[src/rtl/pipe_elastic_pkg.sv]
// pipe_elastic_pkg: shared types and helpers for the pipe_elastic block.
// Optional feature macro used by the block: PIPE_ELASTIC_FLUSH_EN.
package pipe_elastic_pkg;

  typedef enum logic {
    STAGE_REG  = 1'b0,
    STAGE_SKID = 1'b1
  } pipe_stage_mode_e;

  typedef enum logic [1:0] {
    EMPTY = 2'd0,
    ONE   = 2'd1,
    FULL  = 2'd2
  } skid_state_e;

  // Occupancy counter width: enough to hold LENGTH*(DECOUPLE+1), at least 1 bit.
  function automatic int unsigned occ_width(input int unsigned length,
                                            input int unsigned decouple);
    int unsigned max_occ;
    int unsigned w;
    max_occ = length * (decouple + 1);
    w = $clog2(max_occ + 1);
    return (w < 1) ? 1 : w;
  endfunction

endpackage

[src/rtl/pipe_elastic_if.sv]
// pipe_elastic_if: DTI valid/ready handshake bundle.
// producer/master drives data+valid, consumer/slave drives ready.
interface pipe_elastic_if #(
  parameter int unsigned DIN = 16
);
  logic [DIN-1:0] data;
  logic           valid;
  logic           ready;

  modport producer (output data, output valid, input  ready);
  modport consumer (input  data, input  valid, output ready);
  modport master   (output data, output valid, input  ready);
  modport slave    (input  data, input  valid, output ready);
endinterface

[src/rtl/pipe_elastic_stage.sv]
// pipe_elastic_stage: one elastic register stage.
// DECOUPLE=0: single entry, combinational ready. DECOUPLE=1: two-entry skid
// stage with registered ready. flush_i exists only with PIPE_ELASTIC_FLUSH_EN.
module pipe_elastic_stage
  import pipe_elastic_pkg::*;
#(
  parameter int unsigned DIN      = 16,
  parameter int unsigned DECOUPLE = 0
) (
  input  logic           clk,
  input  logic           rst,
`ifdef PIPE_ELASTIC_FLUSH_EN
  input  logic           flush_i,
`endif
  input  logic           in_valid_i,
  input  logic [DIN-1:0] in_data_i,
  output logic           in_ready_o,
  output logic           out_valid_o,
  output logic [DIN-1:0] out_data_o,
  input  logic           out_ready_i
);

  localparam pipe_stage_mode_e MODE = (DECOUPLE != 0) ? STAGE_SKID : STAGE_REG;

  logic clr;
`ifdef PIPE_ELASTIC_FLUSH_EN
  assign clr = flush_i;
`else
  assign clr = 1'b0;
`endif

  if (MODE == STAGE_REG) begin : g_reg
    logic           v_q;
    logic [DIN-1:0] d_q;

    assign in_ready_o  = !v_q || out_ready_i;
    assign out_valid_o = v_q;
    assign out_data_o  = d_q;

    // Load on input transfer; drop valid when the held item leaves alone.
    always_ff @(posedge clk or posedge rst) begin
      if (rst) begin
        v_q <= 1'b0;
        d_q <= '0;
      end else if (clr) begin
        v_q <= 1'b0;
      end else if (in_valid_i && in_ready_o) begin
        v_q <= 1'b1;
        d_q <= in_data_i;
      end else if (out_ready_i) begin
        v_q <= 1'b0;
      end
    end
  end else begin : g_skid
    skid_state_e    state_q;
    logic [DIN-1:0] md_q;
    logic [DIN-1:0] sd_q;
    logic           rdy_q;
    logic           in_xfer;
    logic           out_xfer;

    assign in_xfer     = in_valid_i && rdy_q;
    assign out_xfer    = (state_q != EMPTY) && out_ready_i;
    assign in_ready_o  = rdy_q;
    assign out_valid_o = (state_q != EMPTY);
    assign out_data_o  = md_q;

    // Main/skid occupancy FSM; rdy_q is set to (next state != FULL).
    always_ff @(posedge clk or posedge rst) begin
      if (rst) begin
        state_q <= EMPTY;
        md_q    <= '0;
        sd_q    <= '0;
        rdy_q   <= 1'b1;
      end else if (clr) begin
        state_q <= EMPTY;
        rdy_q   <= 1'b1;
      end else begin
        case (state_q)
          EMPTY: begin
            if (in_xfer) begin
              state_q <= ONE;
              md_q    <= in_data_i;
            end
          end
          ONE: begin
            if (in_xfer && out_xfer) begin
              md_q <= in_data_i;
            end else if (in_xfer) begin
              state_q <= FULL;
              sd_q    <= in_data_i;
              rdy_q   <= 1'b0;
            end else if (out_xfer) begin
              state_q <= EMPTY;
            end
          end
          FULL: begin
            if (out_xfer) begin
              state_q <= ONE;
              md_q    <= sd_q;
              rdy_q   <= 1'b1;
            end
          end
          default: begin
            state_q <= EMPTY;
            rdy_q   <= 1'b1;
          end
        endcase
      end
    end
  end

endmodule

[src/rtl/pipe_elastic.sv]
// pipe_elastic: LENGTH-stage elastic pipeline on the DTI valid/ready handshake
// with a live occupancy counter. LENGTH=0 is a combinational bypass.
// Optional synchronous flush port enabled by PIPE_ELASTIC_FLUSH_EN.
module pipe_elastic
  import pipe_elastic_pkg::*;
#(
  parameter  int unsigned LENGTH   = 2,
  parameter  int unsigned DIN      = 16,
  parameter  int unsigned DECOUPLE = 0,
  localparam int unsigned OCC_W    = occ_width(LENGTH, DECOUPLE)
) (
  input  logic             clk,
  input  logic             rst,
  pipe_elastic_if.consumer din,
  pipe_elastic_if.producer dout,
  output logic [OCC_W-1:0] occupancy
`ifdef PIPE_ELASTIC_FLUSH_EN
  ,
  input  logic             flush
`endif
);

  if (LENGTH == 0) begin : g_bypass
    assign dout.data  = din.data;
    assign dout.valid = din.valid;
    assign din.ready  = dout.ready;
    assign occupancy  = '0;
  end else begin : g_chain
    logic flush_w;
`ifdef PIPE_ELASTIC_FLUSH_EN
    assign flush_w = flush;
`else
    assign flush_w = 1'b0;
`endif

    logic [LENGTH:0] c_valid;
    logic [LENGTH:0] c_ready;
    logic [DIN-1:0]  c_data [LENGTH+1];
    logic            in_xfer;
    logic            out_xfer;
    logic [OCC_W-1:0] occ_q;
    logic [OCC_W-1:0] occ_d;

    // Flush blocks both external handshakes so nothing transfers that cycle.
    assign c_valid[0]      = din.valid && !flush_w;
    assign c_data[0]       = din.data;
    assign din.ready       = c_ready[0] && !flush_w;
    assign c_ready[LENGTH] = dout.ready && !flush_w;
    assign dout.valid      = c_valid[LENGTH] && !flush_w;
    assign dout.data       = c_data[LENGTH];

    for (genvar k = 0; k < LENGTH; k++) begin : g_stage
      pipe_elastic_stage #(
        .DIN      (DIN),
        .DECOUPLE (DECOUPLE)
      ) u_stage (
        .clk         (clk),
        .rst         (rst),
`ifdef PIPE_ELASTIC_FLUSH_EN
        .flush_i     (flush_w),
`endif
        .in_valid_i  (c_valid[k]),
        .in_data_i   (c_data[k]),
        .in_ready_o  (c_ready[k]),
        .out_valid_o (c_valid[k+1]),
        .out_data_o  (c_data[k+1]),
        .out_ready_i (c_ready[k+1])
      );
    end

    assign in_xfer  = c_valid[0] && c_ready[0];
    assign out_xfer = c_valid[LENGTH] && c_ready[LENGTH];

    // Next occupancy: +1 on accept, -1 on emit, cleared by flush.
    always_comb begin
      occ_d = occ_q;
      if (flush_w) begin
        occ_d = '0;
      end else if (in_xfer && !out_xfer) begin
        occ_d = occ_q + 1'b1;
      end else if (out_xfer && !in_xfer) begin
        occ_d = occ_q - 1'b1;
      end
    end

    // Occupancy register.
    always_ff @(posedge clk or posedge rst) begin
      if (rst) begin
        occ_q <= '0;
      end else begin
        occ_q <= occ_d;
      end
    end

    assign occupancy = occ_q;
  end

endmodule

[src/flat_wrapper.sv]
// flat-port wrapper written by rule: the top's interface ports become plain ports
module pipe_elastic_flat import pipe_elastic_pkg::*;
#(
  parameter  int unsigned LENGTH   = 2,
  parameter  int unsigned DIN      = 16,
  parameter  int unsigned DECOUPLE = 0,
  localparam int unsigned OCC_W    = occ_width(LENGTH, DECOUPLE)
)
  (clk, rst, occupancy, din_data, din_valid, din_ready, dout_data, dout_valid, dout_ready);
  pipe_elastic_if #(.DIN(DIN)) din_i ();
  pipe_elastic_if #(.DIN(DIN)) dout_i ();
  input  logic clk;
  input  logic rst;
  output logic [OCC_W-1:0] occupancy;
  input wire logic [$bits(din_i.data)-1:0] din_data;
  input wire logic [$bits(din_i.valid)-1:0] din_valid;
  output wire logic [$bits(din_i.ready)-1:0] din_ready;
  output wire logic [$bits(dout_i.data)-1:0] dout_data;
  output wire logic [$bits(dout_i.valid)-1:0] dout_valid;
  input wire logic [$bits(dout_i.ready)-1:0] dout_ready;
  assign din_i.data = din_data;
  assign din_i.valid = din_valid;
  assign din_ready = din_i.ready;
  assign dout_data = dout_i.data;
  assign dout_valid = dout_i.valid;
  assign dout_i.ready = dout_ready;
  pipe_elastic #(.LENGTH(LENGTH), .DIN(DIN), .DECOUPLE(DECOUPLE)) u_core (.clk(clk), .rst(rst), .din(din_i), .dout(dout_i), .occupancy(occupancy));
endmodule
[config.mk]
export PLATFORM = sky130hd
export DESIGN_NAME = pipe_elastic_flat
export DESIGN_NICKNAME = d
export VERILOG_FILES = /design/src/rtl/pipe_elastic_pkg.sv /design/src/rtl/pipe_elastic_if.sv /design/src/rtl/pipe_elastic_stage.sv /design/src/rtl/pipe_elastic.sv /design/src/flat_wrapper.sv
export SDC_FILE = /design/constraint.sdc
export NUM_CORES = 1
export LEC_CHECK = 0
export CAP_MARGIN = 20
export CORE_MARGIN = 2
export CORE_UTILIZATION = 45
export CTS_CLUSTER_DIAMETER = 40
export DETAILED_ROUTE_END_ITERATION = 8
export PLACE_DENSITY = 0.83
export REMOVE_ABC_BUFFERS = 1
export SYNTH_ARGS = -nofsm -noshare
export SYNTH_HDL_FRONTEND = slang
export SYNTH_SLANG_ARGS = --single-unit
export TNS_END_PERCENT = 30
[constraint.sdc]
create_clock -name clk -period 3.26 [get_ports clk]
set_input_delay 0.652 -clock clk [delete_from_list [all_inputs] [get_ports clk]]
set_output_delay 0.652 -clock clk [all_outputs]
set_load 0.01 [all_outputs]
-- Word level (Yosys, flattened, before mapping)
Cells that the tools add are included.
W data, S select, Z words.
- latch bits: 0
- output and inout bits: 20
- input port bits: 20
- memory bits (writable): 0
- register bits after elaboration: 36
- logic and storage cells: 27
- memories kept: 0
- memory bits (read-only): 0
- reduce and logical (&&, ||, !) cells: 14
- $lt $le $gt $ge: 0
- bitwise logic cells: 0
- multipliers: 0
- div/mod/pow operators: 0
- equal/unequal tests: 0
- shifts and indexed selects: 0
- $add $sub $neg: 2
- multiplexer cells: 6
- operator list (kind ; count):
    $reduce_bool A2 Y1 ; 3
    $logic_and A1 B1 Y1 ; 5
    $logic_not A1 Y1 ; 4
    $mux W1 ; 4
    $mux W2 ; 2
    $add A2 B1 Y2 const B ; 1
    $logic_or A1 B1 Y1 ; 2
    $sub A2 B1 Y2 const B ; 1

-- Logic depth before layout (Yosys ltp)
Gate-level depths: netlist of the first run.
- depth in word-level cells: 8
- depth in mapped cells: 8
- depth with buffers taken out: 7

-- Modules after synthesis
From an unflattened synthesis of the first run, not the netlist that was laid out.
- cells, all modules: 86
- area total of the unflattened synthesis: 1505.2 µm²
- by module, submodules not included (module ; seq. area each (µm²) ; cells each ; area each (µm²) ; times used):
    pipe_elastic_stage ; 425.4 ; 38 ; 699.4 ; 2
    pipe_elastic ; 50.0 ; 10 ; 106.4 ; 1

-- Worst setup path after synthesis of the first run
No wires, ideal clock.
- path kind: in2reg
- from: in dout_ready
- to: reg u_core.g_chain.occ_q[1] (netlist: u_core.occupancy[1])
- required time: 3.181 ns
- stages on the path: 8
- setup slack: 1.468 ns
- setup time: 0.079 ns
- arrival time: 1.712 ns
- buffers on the path: 1
- cells stage by stage: nand3b_4 > nand2_4 > buf_12 > inv_1 > ha_1 > xor2_1 > nor2_1 > xor2_1
- cells in the longest elaborated chain, start to end: 6
- elaborated cells between the ends (all ways): 10
- classes of those cells: 1 x mux; 9 x reduce/logical
- ends and longest elaborated chain (what ; RTL line ; text):
    from (decl) ; flat_wrapper.sv:20 ; input wire logic [$bits(dout_i.ready)-1:0] dout_ready;
    $logic_or A1 B1 Y1 * (2 in series) ; pipe_elastic_stage.sv:36 ; assign in_ready_o = !v_q || out_ready_i;
    $logic_and A1 B1 Y1 * ; pipe_elastic.sv:71 ; assign in_xfer = c_valid[0] && c_ready[0];
    net u_core.g_chain.in_xfer ; pipe_elastic.sv:39 ; logic in_xfer;
    $logic_not A1 Y1 ; pipe_elastic.sv:81 ; end else if (out_xfer && !in_xfer) begin
    $logic_and A1 B1 Y1 ; pipe_elastic.sv:81 ;
    $reduce_bool A2 Y1 (no source line) ; - ;
    to (signal assigned) ; pipe_elastic.sv:89 ; occ_q <= '0;
    to (signal assigned) ; pipe_elastic.sv:91 ; occ_q <= occ_d;
    to (decl) ; pipe_elastic.sv:41 ; logic [OCC_W-1:0] occ_q;
The timed path passes the listed nets; every way through them passes the cells marked *.
A chain may end at the register's enable or synchronous reset.

-- Worst setup path in the final report of the first run
- from: in dout_ready
- to: out din_ready
- cells in the longest elaborated chain, start to end: 2
- ends and longest elaborated chain (what ; RTL line ; text):
    $logic_or A1 B1 Y1 (2 in series) ; pipe_elastic_stage.sv:36 ;
    to (decl) ; flat_wrapper.sv:17 ; output wire logic [$bits(din_i.ready)-1:0] din_ready;
Every way passes these cells.

==> metrics.txt, run 1 <==
clock share of power 19.2%; DRC Markers 0; Vias 806; P per Cell Area 610 nW/um^2; CTS resizes 0; clk_skew 19.4 ps; setup TNS 0 ps; setup repair after global routing missed its margin false; Setup crit end din_ready; Worst-path clk slew 80 ps; DR iter-0 viols 11; CTS Buf Count 5; synth warn 0; starting density of the core 46.9%; vias in the first global route 893; maximum root-to-sink buffer count 2; Final Core Density 57.6%; Post-Syn Instances 100; post-synth top area cell dfrtp_1; routed wl met2 1220 um; largest net degree at the start of global routing 37; CP max-delay cell clkdlybuf4s50_1; Slew HR 70.8%; vias per cell 4.58; I/O Buffers 39; Synth top area share 57.6%; Seq/Total Area, Yosys 57.6%; Arr. time, crit path 1860 ps; metal3 WL 173 um; fmax 399 MHz; cell count of the worst reg-to-reg path 6; Switching Fraction 26.8%; Psw 0.314 mW; status complete, no violations; CP Class input port to output pin; Final Hold Fails 0; HPWL Detailed 1720 um; Post-CTS Setup Bufs 0; most used cell, CP clkdlybuf4s50_1; Slew Limit Fails 0; origin of the critical flop-to-flop path u_core.g_chain.g_stage[0].u_stage.out_valid_o; Most used DFF post-synth dfrtp_1; NumNets Final 150; distinct cell type count after synthesis 17; Hold-fix buffers, CTS 0; total gr overflow 0; Post-synth top cells dfrtp_1, mux2_2, buf_4; Avg WL per Cell 13.7 um; total track usage 13.8%; Core Rows 21; Worst Setup SP dout_ready; reg2reg setup slack 1680 ps; global placer's final weighted congestion 0.632; CP Launch Type input port; Fill cells 287; synth top area cells dfrtp_1, mux2_2, mux2_4; initial antenna violation count 0; Num Clock Sinks 36; worst-skew pair later-pin latency 330 ps; Int Pwr 0.859 mW; #FFs+latches synth 36; drt first pass iters 4; Ports 40; hold crit path type flip-flop to flip-flop; Die H 63.0 um; core area 3340 um^2; Die Wd 63.0 um; TritonCTS clock tree built; R2R Path End u_core.occupancy[1]; Least-Margin Pin Slew 438 ps; fin crit period 2510 ps; crit end category output pin; count leader, synth dfrtp_1; Leak Pwr 0.847 nW; VDD IR max 0.356 mV; DR top layer met4; layout cells sized above 1 33.1%; Reg power frac 51.2%; Worst EP required 2610 ps; DIE AREA 3970 um^2; Final Routed Wirelength 2410 um; root buffer cell clkbuf_4; Combinational Power Share 29.7%; cell breakdown of the critical path clkdlybuf4s50_1 -> nand3b_4 -> clkdlybuf4s50_1; MaxCap Viol Count 0; Total Power 1.17 mW; ys async rst share 100%; Mean Syn Cell Area 15.7 um^2; htree depth 2; post-route ant nets 0; final worst-path cycle share 76.9%; number of synthesized flops with an enable pin 0; max incr delay on CP 540 ps; first-pass GRT wire length 4080 um; Final Setup Violations 0; M1 WL 965 um; CP Max Fanout 3; area grow syn2layout 22.9%; Cell Area, Synth 1570 um^2; Inserted Diodes 0
## registers in the layout, indices dropped and copies added (netlist names)
signal / flops
u_core.g_chain.g_stage.u_stage.out_valid_o: 2
u_core.g_chain.g_stage.u_stage.out_data_o: 32
u_core.occupancy: 2
## placed cells by master (no fill, tap or decap)
cell / netlist / final
buf_4: 16 / 1
clkbuf_1: 0 / 2
clkbuf_4: 0 / 5
clkdlybuf4s50_1: 0 / 39
clkinv_4: 0 / 1
dfrtp_1: 36 / 36
ha_1: 1 / 1
inv_1: 2 / 2
mux2_2: 23 / 23
mux2_4: 9 / 9
nand2_1: 1 / 1
nand2_4: 2 / 2
nand2b_1: 1 / 1
nand2b_2: 1 / 1
nand3b_4: 1 / 1
nor2_1: 1 / 1
or2b_1: 1 / 1
xnor2_1: 1 / 1
xor2_1: 2 / 2
## cells by family after synthesis
group,share of synthesized area [%]
AND/OR/NAND/NOR,4.64
flip-flops,57.6
buffers and inverters,10.2
XOR/XNOR,1.68
adder cells (fa/ha/maj),0.799
multiplexers,25.2
## routing by layer
layer | up-vias | global-route usage (%)
li1 | 381 | -
met1 | 391 | 15.6
met2 | 27 | 22.1
met3 | 7 | 5.59
met4 | 0 | 7.50
met5 | - | 0
## power by group through the flow
| stage | clock, mW | sequential [mW] | combinational (mW) |
|---|---|---|---|
| after global placement | 0 | 0.603 | 0.346 |
| final | 0.225 | 0.600 | 0.348 |
| after detailed placement | 0 | 0.609 | 0.354 |
| after floorplan | 0 | 0.632 | 0.138 |
| after global routing | 0.256 | 0.613 | 0.373 |
| after CTS | 0.231 | 0.602 | 0.354 |
## critical path, delay by kind of cell
kind | cells | cell delay [ps]
buf+inv | 2 | 1040
simple gates | 1 | 160
## how the worst min path moves through the flow
stage                                                     startpoint                                               end  cells after the start
finish                                           u_core.occupancy[1]                               u_core.occupancy[1]                      1
global route         u_core.g_chain.g_stage[0].u_stage.out_data_o[1]   u_core.g_chain.g_stage[1].u_stage.out_data_o[1]                      1
CTS                                              u_core.occupancy[1]                               u_core.occupancy[1]                      1
detailed placement                               u_core.occupancy[1]                               u_core.occupancy[1]                      1
global placement                                 u_core.occupancy[1]                               u_core.occupancy[1]                      1
floorplan           u_core.g_chain.g_stage[0].u_stage.out_data_o[10]  u_core.g_chain.g_stage[1].u_stage.out_data_o[10]                      1
## stage by stage
stage / worst slack [ps] / hold WS, ps / instances / area, um^2
6_report: 752 / 490 / 176 / 1920
5_1_grt: 718 / 508 / 176 / 1920
4_1_cts: 740 / 498 / 176 / 1920
3_5_place_dp: 744 / 480 / 168 / 1870
3_3_place_gp: 781 / 468 / 168 / 1870
2_1_floorplan: 1500 / 475 / 82 / 1410
## area by class of cell
type / count / area [um^2] / area share, %
Sequential cell: 36 / 901 / 46.8
Multi-Input combinational cell: 44 / 505 / 26.3
Timing Repair Buffer: 40 / 398 / 20.7
Tap cell: 46 / 57.6 / 2.99
Clock buffer: 7 / 45.0 / 2.34
Clock inverter: 1 / 8.76 / 0.455
Inverter: 2 / 7.51 / 0.390
(Power assumes the default switching activity.)
==> run 2, diff against run 1 <==
--- a/config.mk
+++ b/config.mk
@@ -7,7 +7,7 @@
 export LEC_CHECK = 0
 export CAP_MARGIN = 20
 export CORE_MARGIN = 2
-export CORE_UTILIZATION = 45
+export CORE_UTILIZATION = 43
 export CTS_CLUSTER_DIAMETER = 40
 export DETAILED_ROUTE_END_ITERATION = 8
 export PLACE_DENSITY = 0.83
==> constraint.sdc (replaced) <==
create_clock -name clk -period 2.2 [get_ports clk]
set_input_delay 0.44 -clock clk [delete_from_list [all_inputs] [get_ports clk]]
set_output_delay 0.44 -clock clk [all_outputs]
set_load 0.01 [all_outputs]
==> run 2 against run 1 <==
  * Register-to-register slack worse by 980 ps
  * Critical path depth unchanged
  * Clock power up 95%
  * Global-route usage up 0.057 points
  * Die area up 4.4%
  * Routed wire length up 3.1%
  * Core utilization down 0.45 points
  * Sequential share of layout area down 0.72 points
  * Flip-flop and latch count unchanged
  * First-iteration DRC count up 130%
  * Sequential power up 49%
  * Clock skew down 12 ps
==> metrics.txt, run 2 (synthesis gave the netlist of run 1 again) <==
status complete, no violations; VDD IR max 0.403 mV (+13%); layout cells sized above 1 34.4% (+1.3 points); crit end category output pin; I/O Buffers 39 (unchanged); Num Clock Sinks 36 (unchanged); Die Wd 64.3 um (+2.2%); core area 3420 um^2 (+2.4%); max FFs per register 32 (unchanged); drt first pass iters 3 (-1); P per Cell Area 948 nW/um^2 (+55%); most used cell, CP clkdlybuf4s50_1; setup repair after global routing missed its margin false; fin crit period 2080 ps; fmax 480 MHz; total gr overflow 0 (unchanged); post-route ant nets 0 (unchanged); Avg WL per Cell 14.0 um (+2.5%); Leak Pwr 0.865 nW (+2.1%); final worst-path cycle share 94.6%; DP Area 1880 um^2 (+0.40%); Final Hold Fails 0 (unchanged); CP Max Fanout 3 (unchanged); global placer's final weighted congestion 0.638 (+1.0%); Post-CTS Setup Bufs 0 (unchanged); Slew HR 70.6% (-0.22 points); Final Routed Wirelength 2490 um (+3.1%); vias in the first global route 915 (+2.5%); Core Rows 21 (unchanged); CP Launch Type input port; CP max-delay cell clkdlybuf4s50_1; largest net degree at the start of global routing 37 (unchanged); area grow syn2layout 24.8%; DIE AREA 4140 um^2 (+4.4%); worst-skew pair later-pin latency 330 ps (about the same); starting density of the core 45.8% (-1.1 points); Arr. time, crit path 1640 ps (-220 ps); first-pass GRT wire length 4270 um (+4.8%); Ports 40 (unchanged); Worst EP required 1760 ps (-850 ps); DR iter-0 viols 25 (+14); Worst-path clk slew 100 ps (+20 ps); CP Class input port to output pin; NumNets Final 151 (+0.67%); Hold-fix buffers, CTS 0 (unchanged); hold crit path type flip-flop to flip-flop; Slew Limit Fails 0 (unchanged); CTS Buf Count 5 (unchanged); max incr delay on CP 540 ps (about the same); clk_skew 7.65 ps (-11.7 ps); commonest non-fill, non-tap cell in the layout clkdlybuf4s50_1; most frequent cells in the layout clkdlybuf4s50_1, dfrtp_1, mux2_2; Least-Margin Pin Slew 441 ps (+3.26 ps); initial antenna violation count 0 (unchanged); vias per cell 4.59 (+0.18%); MaxCap Viol Count 0 (unchanged); setup TNS 0 ps (unchanged); maximum root-to-sink buffer count 2 (unchanged); htree depth 2 (unchanged); cell breakdown of the critical path clkdlybuf4s50_1 -> nand3b_4 -> clkdlybuf4s50_1; CTS resizes 0 (unchanged); Fill cells 280 (-2.4%); root buffer cell clkbuf_4; Final Setup Violations 0 (unchanged); Final Cell Area 1950 um^2 (+1.6%); Inserted Diodes 0 (unchanged); total track usage 13.8% (+0.057 points); DRC Markers 0 (unchanged); Die H 64.3 um (+2.2%); TritonCTS clock tree built; HPWL Detailed 1800 um (+4.7%); Vias 812 (+0.74%)
## run 2: cell types whose count changed in the layout (fill, tap and decap cells not counted)
cell       previous run  this run
bufinv_16             0         1
buf_4                 1         2
clkbuf_1              2         1
clkinv_4              1         0
clkinv_2              0         1
## run 2: metal layers
metal	vias up	GRT usage, %	part of all wire [%]
li1	376	-	-
met1	406	15.3	39
met2	25	22.9	52
met3	5	5.99	7.6
met4	0	6.38	1.6
met5	-	0	0
## run 2: final timing paths
path                                                          startpoint                                          endpoint  slack, ps  cells past startpoint
max                                                           dout_ready                                         din_ready        120                      3
min                                                  u_core.occupancy[1]                               u_core.occupancy[1]        490                      1
max reg2reg                u_core.g_chain.g_stage[0].u_stage.out_valid_o                               u_core.occupancy[1]        700                      6
min reg2reg                                          u_core.occupancy[1]                               u_core.occupancy[1]        490                      1
max in group asynchronous                                            rst  u_core.g_chain.g_stage[1].u_stage.out_data_o[12]       1380                      3
min in group asynchronous                                            rst   u_core.g_chain.g_stage[0].u_stage.out_data_o[3]        510                      3
## run 2: power breakdown
| part | switching (mW) | internal (mW) | total (mW) |
|---|---|---|---|
| registers | 0.0889 | 0.805 | 0.894 |
| logic | 0.177 | 0.342 | 0.519 |
| clock network | 0.200 | 0.238 | 0.439 |
## run 2: cell type report
type | instances | area (um^2) | area share (%)
Clock inverter | 2 | 35.0 | 1.79
Multi-Input combinational cell | 44 | 505 | 25.9
Tap cell | 46 | 57.6 | 2.95
Timing Repair Buffer | 41 | 405 | 20.8
Sequential cell | 36 | 901 | 46.1
Inverter | 2 | 7.51 | 0.384
Clock buffer | 6 | 41.3 | 2.11
## run 2: through the flow
step / hold WS [ps] / std cells / utilization, % / worst slack (ps) / total power [mW]
6_report: 488 / 177 / 57.2 / 118 / 1.85
5_1_grt: 534 / 177 / 57.2 / 90.2 / 1.96
4_1_cts: 494 / 177 / 57.2 / 109 / 1.88
3_5_place_dp: 477 / 169 / 54.9 / 109 / 1.43
3_3_place_gp: 463 / 169 / 54.9 / 125 / 1.41
2_1_floorplan: 475 / 82 / - / 651 / 1.14
## run 2: critical path: cells and delay by family
kind / cells / cell delay [ps]
buf+inv: 2 / 1040
simple gates: 1 / 160
